### src/rtl/mem_dout_packer.sv
// Packs a narrow compute-result stream into full-width memory words for the AXI write master.
// Optional build macro MEM_DOUT_PACK_MSB_FIRST_EN selects MSB-first lane order (default LSB-first).
module mem_dout_packer #(
    parameter int C_IN_WIDTH   = 32,
    parameter int C_DATA_WIDTH = 128
) (
    input  logic                    I_clk,
    input  logic                    I_rst_n,
    input  logic                    I_ap_start,
    input  logic [31:0]             I_out_data_bytes,
    input  logic [C_IN_WIDTH-1:0]   I_din,
    input  logic                    I_din_valid,
    output logic                    O_din_ready,
    output logic [C_DATA_WIDTH-1:0] O_mem_dout,
    output logic                    O_mem_dout_valid,
    output logic                    O_done,
    output logic [31:0]             O_word_cnt
);

    localparam int R       = C_DATA_WIDTH / C_IN_WIDTH;
    localparam int B       = C_IN_WIDTH / 8;
    localparam int B_SHIFT = $clog2(B);
    localparam int LANE_W  = (R > 1) ? $clog2(R) : 1;

`ifdef MEM_DOUT_PACK_MSB_FIRST_EN
    localparam logic [LANE_W-1:0] LANE_FIRST = LANE_W'(R - 1);
    localparam logic [LANE_W-1:0] LANE_LAST  = '0;
    localparam bit                MSB_FIRST  = 1'b1;
`else
    localparam logic [LANE_W-1:0] LANE_FIRST = '0;
    localparam logic [LANE_W-1:0] LANE_LAST  = LANE_W'(R - 1);
    localparam bit                MSB_FIRST  = 1'b0;
`endif

    typedef enum logic [1:0] {
        S_IDLE,
        S_PACK,
        S_DONE
    } state_t;

    state_t                  state_reg, state_next;
    logic                    start_prev_reg;
    logic [LANE_W-1:0]       lane_reg, lane_next;
    logic [31:0]             remain_reg, remain_next;
    logic [C_DATA_WIDTH-1:0] shadow_reg, shadow_next;
    logic [C_DATA_WIDTH-1:0] dout_reg, dout_next;
    logic                    valid_reg, valid_next;
    logic [31:0]             cnt_reg, cnt_next;

    logic                    start_edge;
    logic [31:0]             n_in;
    logic [LANE_W-1:0]       lane_step;
    logic                    last_beat;
    logic [C_DATA_WIDTH-1:0] merged;

    assign start_edge = I_ap_start && !start_prev_reg;

    // Ceiling division by the beat size without needing a 33-bit intermediate.
    assign n_in = (I_out_data_bytes >> B_SHIFT)
                + {31'd0, ((I_out_data_bytes & 32'(B - 1)) != 32'd0)};

    assign lane_step = (lane_reg == LANE_LAST) ? LANE_FIRST
                     : (MSB_FIRST ? lane_reg - LANE_W'(1) : lane_reg + LANE_W'(1));

    assign last_beat = (remain_reg == 32'd1);

    // Shadow register with the current input beat dropped into the active lane.
    generate
        for (genvar gi = 0; gi < R; gi++) begin : g_lane
            assign merged[gi*C_IN_WIDTH +: C_IN_WIDTH] =
                (lane_reg == LANE_W'(gi)) ? I_din : shadow_reg[gi*C_IN_WIDTH +: C_IN_WIDTH];
        end
    endgenerate

    always_ff @(posedge I_clk or negedge I_rst_n) begin
        if (!I_rst_n) begin
            state_reg      <= S_IDLE;
            start_prev_reg <= 1'b0;
            lane_reg       <= '0;
            remain_reg     <= '0;
            shadow_reg     <= '0;
            dout_reg       <= '0;
            valid_reg      <= 1'b0;
            cnt_reg        <= '0;
        end else begin
            state_reg      <= state_next;
            start_prev_reg <= I_ap_start;
            lane_reg       <= lane_next;
            remain_reg     <= remain_next;
            shadow_reg     <= shadow_next;
            dout_reg       <= dout_next;
            valid_reg      <= valid_next;
            cnt_reg        <= cnt_next;
        end
    end

    always_comb begin
        state_next  = state_reg;
        lane_next   = lane_reg;
        remain_next = remain_reg;
        shadow_next = shadow_reg;
        dout_next   = dout_reg;
        valid_next  = 1'b0;
        cnt_next    = cnt_reg;
        O_din_ready = (state_reg == S_PACK);
        O_done      = (state_reg == S_DONE);

        // A start edge wins in every state, aborting any partially packed word.
        if (start_edge) begin
            remain_next = n_in;
            lane_next   = LANE_FIRST;
            shadow_next = '0;
            cnt_next    = '0;
            state_next  = (n_in == 32'd0) ? S_DONE : S_PACK;
        end else begin
            case (state_reg)
                S_PACK: begin
                    if (I_din_valid) begin
                        remain_next = remain_reg - 32'd1;
                        lane_next   = lane_step;
                        if (lane_reg == LANE_LAST || last_beat) begin
                            dout_next   = merged;
                            valid_next  = 1'b1;
                            cnt_next    = cnt_reg + 32'd1;
                            shadow_next = '0;
                        end else begin
                            shadow_next = merged;
                        end
                        if (last_beat) begin
                            state_next = S_DONE;
                        end
                    end
                end
                S_IDLE:  state_next = S_IDLE;
                S_DONE:  state_next = S_DONE;
                default: state_next = S_IDLE;
            endcase
        end
    end

    assign O_mem_dout       = dout_reg;
    assign O_mem_dout_valid = valid_reg;
    assign O_word_cnt       = cnt_reg;

endmodule

### config.mk
export PLATFORM = sky130hd
export DESIGN_NAME = mem_dout_packer
export DESIGN_NICKNAME = d
export VERILOG_FILES = /design/src/rtl/mem_dout_packer.sv
export SDC_FILE = /design/constraint.sdc
export NUM_CORES = 1
export LEC_CHECK = 0
export ABC_AREA = 1
export CAP_MARGIN = 25
export CORE_ASPECT_RATIO = 1.75
export CORE_UTILIZATION = 55
export CTS_CLUSTER_SIZE = 40
export DETAILED_ROUTE_END_ITERATION = 8
export GPL_TIMING_DRIVEN = 0
export PLACE_DENSITY_LB_ADDON = 0.1
export SYNTH_ARGS = -nofsm -noshare
export SYNTH_HDL_FRONTEND = slang
export SYNTH_SLANG_ARGS = --single-unit
### constraint.sdc
create_clock -name I_clk -period 3 [get_ports I_clk]
set_input_delay 0.45 -clock I_clk [delete_from_list [all_inputs] [get_ports I_clk]]
set_output_delay 0.45 -clock I_clk [all_outputs]
set_load 0.1 [all_outputs]
# == Word-level counts from Yosys, hierarchy flattened ==
# Index checks and enable logic that the tools add are counted.
# word_totals
wordCells,62
output_inout_bits,163
input_bits,68
reg_bits,326
# classes
n_addsub,4
n_eq_ne,8
bitwise_logic,1
n_mux,28
reduce_logical,13
# ops
operator,n
128-bit 2-to-1 mux,4
32-bit 2-to-1 mux,11
32-bit by 1-bit adder with 32-bit output (second input constant),1
32-bit by 1-bit equality test with 1-bit output (second input constant),1
32-bit zero test,1
32-bit nonzero test,1
32-bit by 1-bit subtractor with 32-bit output (second input constant),1
30-bit by 1-bit adder with 31-bit output,1
2-bit 2-to-1 mux,8
2-bit equality test (second input constant),3
2-bit nonzero test,3
2-bit by 1-bit equality test with 1-bit output (second input constant),2
1-bit 2-to-1 mux,4
2-bit case mux with 2 select lines,1
2-bit AND reduction,2
4-bit AND reduction,1
3-bit by 1-bit != test with 1-bit output (second input constant),1
3-bit by 2-bit != test with 1-bit output (second input constant),1
3-bit AND reduction,1
2-bit by 1-bit adder with 2-bit output (second input constant),1
2-bit zero test,1
1-bit logical AND,1
1-bit zero test,1
1-bit logical OR,1
1-bit inverter,1

# == Longest topological paths before layout ==
# logic_depth
word_depth,6
mapped_depth,17
depth_no_buf,17

# == Worst setup path after synthesis ==
# Ideal clock, no wire load.
# synth_timing
path_type,register to register
from,register state_reg[1]
to,register remain_reg[7]
setup_slack_ns,0.429
period_less_slack_ns,2.571
path_stages_with_launch,10
t_arrival_ns,2.432
setup_ns,0.139
n_path_buf,2
required_time_ns,2.861
cell_sequence,dfrtp_1 > inv_1 > ha_1 > nand2_1 > inv_1 > nor2_1 > inv_2 > buf_2 > buf_1 > o221ai_1
# synth_via
elab_chain_cells,3
# synth_lines
element,line,text
"start, declared",41,"state_t state_reg, state_next;"
"start signal, assigned",86,state_reg <= state_next;
2-bit by 1-bit equality test with 1-bit output,-,
net O_din_ready,13,"output logic O_din_ready,"
2-bit nonzero test (no source line),-,
2-bit AND reduction (no source line),-,
"end signal, assigned",89,remain_reg <= remain_next;
"end, declared",44,"logic [31:0] remain_reg, remain_next;"
# The timed path passes the listed nets, and every way through them passes these cells.
# A chain may end at the register's enable or synchronous reset.

# == Worst setup path after layout ==
# layout_timing
from,register state_reg[1]
to,output port O_din_ready
# layout_via
elab_chain_cells,1
# layout_lines
element,line,text
2-bit by 1-bit equality test with 1-bit output,105,O_din_ready = (state_reg == S_PACK);
"end, declared",13,
# No other way between the ends.

==> flow_summary.toml <==
[timing]
final_max_slew_viol_count = 0
hold_violations = 0
tightest_slew_ps = 1000
post-route-min-period_ps = 2820
max_freq_mhz = 354
slew_headroom = 0.330
rsz0062_at_grt = "false"
tns_ps = 0
clock_skew_ps = 26.9
setup_viol = 0
final.period_utilization = 0.940

[floorplanning]
dieArea_sq_um = 31300
start_util = 0.559
die_w_um = 134
io_pins = 231
rows = 84
die_h_um = 233
core_sq_um = 30100

[yosys]
synth_flop_cell = "dfrtp_1"
yosysMostFrequentCell = "nand2_1"
synth_seq_cells = 326
synth_nets = 2283
synth_top_area_frac = 0.486
synth_top_area_cell = "dfrtp_1"
syn_area_per_cell_sq_um = 7.62
yosysUniqueCellTypes = 44
synth_common_cells = "nand2_1, dfrtp_1, o21ai_0, inv_1, nand3_1"
synth_edf_count = 0
ys_warn_count = 0
async_flop_share = 1.00
seq_area_frac_synth = 0.486
synthesis.instances = 2204
synth.cell_area_sq_um = 16800
synth.area.top_cells = "dfrtp_1, nand2_1, o21ai_0"

[routing]
drc = 0
finalWirelength_mm = 51.8
wire_per_inst_um = 18.0
drt_first_pass_iters = 6
drtAntennaViolNets = 0
drt-initial-drc-count = 1162
vias = 16000
viasPerCell = 5.57

[setup_path]
cp_max_fo = 3
crit_slowest_cell = "clkdlybuf4s50_1"
reg2reg_slack_ps = 210
worst_ep_arrival_time_ps = 2370
end_kind = "output port"
timing.critical_path.cells = "inv_1 > ha_1 > clkdlybuf4s50_1"
required_ps = 2550
crit_path_start_kind = "flip-flop"
cpPeakStageDelay_ps = 1140
critPathKind = "reg -> out"

[clock_tree]
ctsResizeCount = 0
cts_tree = "done"
cts_num_sinks = 326
cts_root_buf = "clkbuf_16"
clk_pin_slew_ps = 70
clock_latency_ps = 590
cts_inserted_buffers = 30
clock_path_buffers = 3
h-tree-depth = 1

[pwr]
ir_worst_vdd_v = 0.000544
p_per_area_nw_per_um2 = 678
design_power_total_uw = 14100
leakagePower_uw = 0.00956

[global_routing]
grt_pass1_vias = 15700
grt_pass1_wl_mm = 81.7
grt_usage = 0.335
grt_max_degree = 118
antenna_found_initial = 0
overflow = 0

[final_layout]
nNetsFinal = 2548
drive_above_1_share = 0.0606
syn_to_final_growth_pct = 23.4
final_cells = 2879
n_antenna_cell = 0

[job]
maxCapViolCount = 0

[hold_path]
hold_path_class = "in -> reg"

[place]
dp_cells = 2823
dpl.hpwl_mm = 38.4
place_congestion = 0.907
port_buffers = 230

[run_status]
status = "completed"
-- metrics by stage --
step                 util  hold slack, ps  worst slack, ps  area, sq um
global route        0.689             355              118        20700
finish              0.689             350              179        20700
detailed placement  0.653             464             -202        19600
floorplan               -             154              429        16800
global placement    0.651             463           -12640        19600
CTS                 0.689             337              170        20700
-- power by group --
group | internal [uW] | total [uW] | switching [uW]
clock network | 2420 | 4180 | 1770
registers | 5130 | 5600 | 466
logic | 1110 | 4270 | 3160
-- logic make-up after synthesis --
kind of cell | share of synthesized area
buffers and inverters | 0.0810
XOR/XNOR | 0.0224
AO/OA/AOI/OAI | 0.117
AND/OR/NAND/NOR | 0.286
adder cells (fa/ha/maj) | 0.00819
flip-flops | 0.486
-- layout by cell type, fill, tap and decap left out, drive strengths merged, types with 11 or more instances in the layout --
master	n
nand2	762
dfrtp	326
o21ai	300
clkdlybuf4s50	229
inv	206
nand3	175
nor2	138
clkbuf	96
buf	63
xor2	27
o31ai	25
a21oi	21
nand4	18
nor3	17
xnor2	16
ha	11
-- final cells by class --
class	instances	area, sq um
fill	2601	9340
sequential	326	8160
multi-input combinational	1553	7280
timing repair buffer	233	2370
clock buffer	38	801
inverter	207	777
buffer	118	583
tap	387	484
clock inverter	17	265
-- critical path, delay by kind of cell, from the launching register on --
family	cells	cell delay [ps]
adders and majority gates	1	180
buffers and inverters	2	1210
DFF	1	410
-- final timing paths --
path | from | end | depth (start not counted)
max in group asynchronous | I_rst_n | O_mem_dout[13]$_DFFE_PN0P_ | 4
max | state_reg[1]$_DFFE_PN0P_ | O_din_ready | 3
min reg2reg | O_mem_dout[116]$_DFFE_PN0P_ | O_mem_dout[116]$_DFFE_PN0P_ | 2
max reg2reg | state_reg[1]$_DFFE_PN0P_ | shadow_reg[90]$_DFFE_PN0P_ | 9
min in group asynchronous | I_rst_n | O_word_cnt[14]$_DFFE_PN0P_ | 2
min | I_ap_start | start_prev_reg$_DFF_PN0_ | 1
-- layer usage --
layer	GRT usage	up-vias	part of all wire
li1	-	7592	-
met4	0.173	0	0.052
met2	0.584	627	0.50
met5	0	-	0
met3	0.0356	146	0.059
met1	0.409	7672	0.38
-- repair_timing --
| item | 4_1_cts | 5_1_grt |
|---|---|---|
| endpoints found under the hold margin | 104 | 0 |
| hold buffers | 1 | 0 |
| setup buffers | 0 | 0 |
Power figures use the tool's default switching activity.
